==> src/rtl/flit_rx_unpack.sv <==
// Flit receiver and operand unpacker.
// Flits addressed to LOCAL_ADDR are steered by their vc bit into FIFO A or
// FIFO B. When both FIFOs hold data, their heads are popped together into a
// registered operand pair with a valid/ready handshake. Flits that are not
// valid or not addressed here are always taken and counted as drops.
module flit_rx_unpack #(
  parameter logic [3:0] LOCAL_ADDR = 4'b0001,
  parameter int         DEPTH      = 4
) (
  input  logic        clk,
  input  logic        rst_n,
  input  logic [70:0] input_flit,
  input  logic        flit_valid,
  output logic        in_ready,
  output logic [63:0] operand_a,
  output logic [63:0] operand_b,
  output logic        pair_valid,
  input  logic        pair_ready,
  output logic [7:0]  drop_cnt
);

  localparam int               PTR_W    = $clog2(DEPTH);
  localparam logic [PTR_W:0]   FULL_CNT = (PTR_W + 1)'(DEPTH);
  localparam logic [PTR_W:0]   CNT_ONE  = (PTR_W + 1)'(1);
  localparam logic [PTR_W-1:0] PTR_ONE  = PTR_W'(1);

  // Flit field decode
  logic        flit_bit_valid;
  logic        unused_type;
  logic [3:0]  dest;
  logic        vc;
  logic [63:0] data;

  assign flit_bit_valid = input_flit[70];
  assign unused_type    = input_flit[69];
  assign dest           = input_flit[68:65];
  assign vc             = input_flit[64];
  assign data           = input_flit[63:0];

  // FIFO storage and bookkeeping
  logic [63:0]      mem_a [DEPTH];
  logic [63:0]      mem_b [DEPTH];
  logic [PTR_W-1:0] wr_ptr_a, rd_ptr_a, wr_ptr_b, rd_ptr_b;
  logic [PTR_W:0]   cnt_a, cnt_b;

  logic full_a, full_b, empty_a, empty_b;
  logic discard, accept, push_a, push_b, pair_load;

  assign full_a  = (cnt_a == FULL_CNT);
  assign full_b  = (cnt_b == FULL_CNT);
  assign empty_a = (cnt_a == '0);
  assign empty_b = (cnt_b == '0);

  // Discarded flits never touch a FIFO, so they are taken even when the
  // FIFO their vc bit names is full.
  assign discard  = ~flit_bit_valid | (dest != LOCAL_ADDR);
  assign in_ready = discard | (vc ? ~full_b : ~full_a);
  assign accept   = flit_valid & in_ready;
  assign push_a   = accept & ~discard & ~vc;
  assign push_b   = accept & ~discard &  vc;

  // Load decision uses occupancy before this edge's push, so a flit written
  // into an empty FIFO is only poppable from the following edge.
  assign pair_load = ~empty_a & ~empty_b & (~pair_valid | pair_ready);

  // FIFO A data write
  always_ff @(posedge clk) begin
    if (push_a) mem_a[wr_ptr_a] <= data;
  end

  // FIFO B data write
  always_ff @(posedge clk) begin
    if (push_b) mem_b[wr_ptr_b] <= data;
  end

  // FIFO A pointers and occupancy
  always_ff @(posedge clk or negedge rst_n) begin
    if (!rst_n) begin
      wr_ptr_a <= '0;
      rd_ptr_a <= '0;
      cnt_a    <= '0;
    end else begin
      if (push_a)    wr_ptr_a <= wr_ptr_a + PTR_ONE;
      if (pair_load) rd_ptr_a <= rd_ptr_a + PTR_ONE;
      case ({push_a, pair_load})
        2'b10:   cnt_a <= cnt_a + CNT_ONE;
        2'b01:   cnt_a <= cnt_a - CNT_ONE;
        default: cnt_a <= cnt_a;
      endcase
    end
  end

  // FIFO B pointers and occupancy
  always_ff @(posedge clk or negedge rst_n) begin
    if (!rst_n) begin
      wr_ptr_b <= '0;
      rd_ptr_b <= '0;
      cnt_b    <= '0;
    end else begin
      if (push_b)    wr_ptr_b <= wr_ptr_b + PTR_ONE;
      if (pair_load) rd_ptr_b <= rd_ptr_b + PTR_ONE;
      case ({push_b, pair_load})
        2'b10:   cnt_b <= cnt_b + CNT_ONE;
        2'b01:   cnt_b <= cnt_b - CNT_ONE;
        default: cnt_b <= cnt_b;
      endcase
    end
  end

  // Output pair register: load on pair_load, retire when consumed, else hold
  always_ff @(posedge clk or negedge rst_n) begin
    if (!rst_n) begin
      operand_a  <= '0;
      operand_b  <= '0;
      pair_valid <= 1'b0;
    end else if (pair_load) begin
      operand_a  <= mem_a[rd_ptr_a];
      operand_b  <= mem_b[rd_ptr_b];
      pair_valid <= 1'b1;
    end else if (pair_valid && pair_ready) begin
      pair_valid <= 1'b0;
    end
  end

  // Saturating drop counter
  always_ff @(posedge clk or negedge rst_n) begin
    if (!rst_n) begin
      drop_cnt <= '0;
    end else if (accept && discard && (drop_cnt != 8'hFF)) begin
      drop_cnt <= drop_cnt + 8'd1;
    end
  end

endmodule
==> config.mk <==
export PLATFORM = sky130hd
export DESIGN_NAME = flit_rx_unpack
export DESIGN_NICKNAME = d
export VERILOG_FILES = /design/src/rtl/flit_rx_unpack.sv
export SDC_FILE = /design/constraint.sdc
export NUM_CORES = 1
export LEC_CHECK = 0
export CAP_MARGIN = 20
export CORE_ASPECT_RATIO = 1.75
export CORE_MARGIN = 10
export CORE_UTILIZATION = 30
export DETAILED_ROUTE_END_ITERATION = 10
export PLACE_DENSITY_LB_ADDON = 0.25
export SYNTH_ARGS = -nofsm -noshare
export SYNTH_HDL_FRONTEND = slang
export SYNTH_SLANG_ARGS = --single-unit
==> constraint.sdc <==
create_clock -name clk -period 7.4 [get_ports clk]
set_clock_uncertainty 0.1 [all_clocks]
set_input_delay 1.48 -clock clk [delete_from_list [all_inputs] [get_ports clk]]
set_output_delay 1.48 -clock clk [all_outputs]
set_load 0.01 [all_outputs]
==> impl_metrics.prom <==
# TYPE chip_impl_metric gauge
chip_impl_metric{name="routedWlPerCell",unit="um"} 23.9
chip_impl_metric{name="total_gr_overflow",unit=""} 0
chip_impl_info{name="type_of_the_worst_min_delay_path",value="flop to flop"} 1
chip_impl_metric{name="total_wirelength_of_the_detailed_routed_design",unit="um"} 58200
chip_impl_metric{name="synth.ff_latch_count",unit=""} 663
chip_impl_metric{name="yosys_cell_types",unit=""} 38
chip_impl_info{name="timing.critical_path.to_type",value="primary output"} 1
chip_impl_metric{name="critical_path_arrival",unit="ns"} 2.88
chip_impl_metric{name="critical-path-max-stage-delay",unit="ns"} 0.49
chip_impl_metric{name="h-tree-depth",unit=""} 3
chip_impl_metric{name="finalSetupTns",unit="ns"} 0
chip_impl_metric{name="vias_per_cell",unit=""} 4.61
chip_impl_info{name="run_status",value="completed"} 1
chip_impl_metric{name="final_cells",unit=""} 2440
chip_impl_metric{name="initial_core_util",unit="%"} 30.3
chip_impl_metric{name="detailroute.via_count",unit=""} 11300
chip_impl_metric{name="die_x",unit="um"} 238
chip_impl_metric{name="grt_max_degree",unit=""} 81
chip_impl_metric{name="detailed_route_iter0_violations",unit=""} 685
chip_impl_metric{name="maximum_clock_frequency",unit="MHz"} 224
chip_impl_metric{name="clock_latency",unit="ns"} 0.63
chip_impl_metric{name="transition_time_of_the_tightest_slew_check_pin",unit="ns"} 0.921
chip_impl_metric{name="firstDrtPassIters",unit=""} 4
chip_impl_info{name="cts-root-buf",value="clkbuf_16"} 1
chip_impl_metric{name="synthesis.nets",unit=""} 1168
chip_impl_metric{name="synth.cell_area",unit="mm^2"} 0.0249
chip_impl_info{name="rsz_0062_raised_after_global_routing",value="false"} 1
chip_impl_metric{name="coreArea",unit="mm^2"} 0.0823
chip_impl_metric{name="cts.hold.buffers_added",unit=""} 0
chip_impl_info{name="crit_chain",value="clkdlybuf4s50_1 -> or2_2 -> nor2_1 -> nand2_1 -> clkdlybuf4s50_1"} 1
chip_impl_metric{name="antenna_violating_nets_post_route",unit=""} 0
chip_impl_metric{name="clk_pin_slew",unit="ns"} 0.06
chip_impl_metric{name="critical_path.n_buffers_inverters",unit=""} 2
chip_impl_info{name="layout_commonest_cell",value="edfxtp_1"} 1
chip_impl_metric{name="crit_path_max_fanout",unit=""} 3
chip_impl_metric{name="final-setup-viol-count",unit=""} 0
chip_impl_info{name="critical_path.slowest_cell",value="clkdlybuf4s50_1"} 1
chip_impl_metric{name="detailedPlacementHpwl",unit="um"} 33400
chip_impl_metric{name="placedCellCount",unit=""} 2318
chip_impl_metric{name="grt_pass1_vias",unit=""} 12800
chip_impl_metric{name="final.min_clock_period",unit="ns"} 4.46
chip_impl_metric{name="grt_first_pass_wirelength",unit="um"} 87500
chip_impl_metric{name="cts_setup_buffers",unit=""} 0
chip_impl_info{name="timing.critical_path.from_type",value="input port"} 1
chip_impl_metric{name="synthesis.yosys.warnings",unit=""} 0
chip_impl_metric{name="routabilityCongestion",unit=""} 0.686
chip_impl_metric{name="design.final.nets",unit=""} 1417
chip_impl_metric{name="slew_violations",unit=""} 0
chip_impl_metric{name="total_power_after_layout",unit="mW"} 12.1
chip_impl_metric{name="num_rows",unit=""} 139
chip_impl_metric{name="ir_drop",unit="mV"} 0.220
chip_impl_metric{name="seq_area_frac_synth",unit="%"} 76.8
chip_impl_metric{name="drc_errors",unit=""} 0
chip_impl_metric{name="stdcell_area",unit="mm^2"} 0.0306
chip_impl_metric{name="number_of_enable_flip_flop_cells_after_synthesis",unit=""} 512
chip_impl_metric{name="die_area",unit="mm^2"} 0.0955
chip_impl_metric{name="chipHeight",unit="um"} 401
chip_impl_metric{name="io_pins",unit=""} 213
chip_impl_metric{name="num_cts_buffers",unit=""} 66
chip_impl_info{name="tritoncts",value="done"} 1
chip_impl_metric{name="share_of_layout_cells_above_drive_strength_1",unit="%"} 29.2
chip_impl_info{name="layout.cells.most_common_list",value="edfxtp_1, clkdlybuf4s50_1, dfrtp_1"} 1
chip_impl_metric{name="cts.sinks",unit=""} 663
chip_impl_metric{name="synthCells",unit=""} 1080
chip_impl_info{name="setup.worst_path.class",value="input port to primary output"} 1
chip_impl_metric{name="share_of_the_clock_period_used_by_the_worst_path",unit="%"} 60.3
chip_impl_metric{name="antenna_found_initial",unit=""} 2
chip_impl_metric{name="io_buffers",unit=""} 211
chip_impl_metric{name="async_flop_share",unit="%"} 22.8
chip_impl_metric{name="slew-limit-headroom",unit="%"} 38.6
chip_impl_metric{name="cts.repair.resized",unit=""} 0
chip_impl_metric{name="track_usage",unit="%"} 12.5
chip_impl_metric{name="placed_area",unit="mm^2"} 0.0283
chip_impl_metric{name="hold_viol",unit=""} 0
chip_impl_metric{name="avgSynthCellArea",unit="um^2"} 23.1
chip_impl_metric{name="max-clock-path-buffers",unit=""} 3
chip_impl_metric{name="power_leakage",unit="nW"} 10.5
chip_impl_metric{name="drv_cap",unit=""} 0
chip_impl_metric{name="cellPowerDensity",unit="mW/mm^2"} 395
chip_impl_metric{name="cp.required",unit="ns"} 5.82
chip_impl_info{name="cp_top_family",value="buffers and inverters"} 1
chip_impl_metric{name="layout-area-overhead-vs-synth",unit="%"} 22.7
chip_impl_metric{name="final.setup.worst_slack",unit="ns"} 2.94
chip_impl_info{name="dominantRegCellSynth",value="edfxtp_1"} 1
chip_impl_info{name="cp_common_cell",value="clkdlybuf4s50_1"} 1
chip_impl_metric{name="pre_cts_ws",unit="ns"} 2.43
## per-layer routing
layer,vias to the layer above,GRT usage [%],wire length (um)
met5,-,0,0
met4,0,4.14,1100
met3,67,3.21,2970
met2,255,21.8,30800
met1,6050,14.6,23300
li1,4879,-,-
## sequential cells by signal (all words and copies together), names as in the netlist, 3 cells and up
register,cells
mem_a,256
mem_b,256
operand_a,64
operand_b,64
drop_cnt,8
cnt_a,3
cnt_b,3
## power by group
group	total, mW	leakage, nW	internal, mW	switching [mW]
combinational	3.54	2.97	2.16	1.37
clock	3.56	1.15	2.13	1.43
sequential	4.97	6.37	4.47	0.501
## per-stage QoR
| step | util (%) | hold WS [ns] |
|---|---|---|
| after floorplan | - | 0.356 |
| after global placement | 34.3 | 0.376 |
| after detailed placement | 34.3 | 0.389 |
| after CTS | 37.2 | 0.401 |
| after global routing | 37.2 | 0.417 |
| final | 37.2 | 0.396 |
## final timing paths
path	startpoint	cells after the start	end	slack (ns)
worst max register to register	cnt_b[2]	4	mem_b[3][53]	4.23
max in group asynchronous	rst_n	2	operand_b[26]	5.00
worst max-delay path	input_flit[68]	5	in_ready	2.94
worst min-delay path	cnt_b[2]	1	cnt_b[2]	0.40
worst min register to register	cnt_b[2]	1	cnt_b[2]	0.40
min in group asynchronous	rst_n	1	operand_b[14]	0.80
## final cells by class
type	instances	area [um^2]
sequential	663	19200
fill	7556	51700
inverter	14	52.6
antenna	1	2.50
multi-input combinational	357	5470
timing repair buffer	227	2240
tap	1057	1320
clock buffer	96	2030
clock inverter	25	299
## synth_stat cells (6+ instances only)
library cell  number  area (um^2)
edfxtp_1         512        15400
xnor2_1            6         52.6
nand3_1            7         35.0
and2_1             8         50.1
dfrtp_1          151         3780
mux2_2            48          541
mux4_2           128         2880
mux2_4            87         1310
inv_1             14         52.6
buf_2             18         90.1
xor2_1             6         52.6
ha_1              11          138
nand4_1            6         37.5
clkbuf_1          14         52.6
buf_6             11          124
nand2_1            9         33.8
## cell families (layout without fill, tap and decap cells)
family          count (synthesis)  after routing  synth area share (%)
flops                         663            663                  76.8
mux                           266            266                  19.1
buf+inv                        60            362                  1.32
simple gates                   51             51                  1.24
compound gates                 15             15                 0.376
fa+ha+maj                      13             13                 0.713
xor+xnor                       12             12                 0.422
other cells                     0              1                     0
Power figures use the tool's default switching activity.
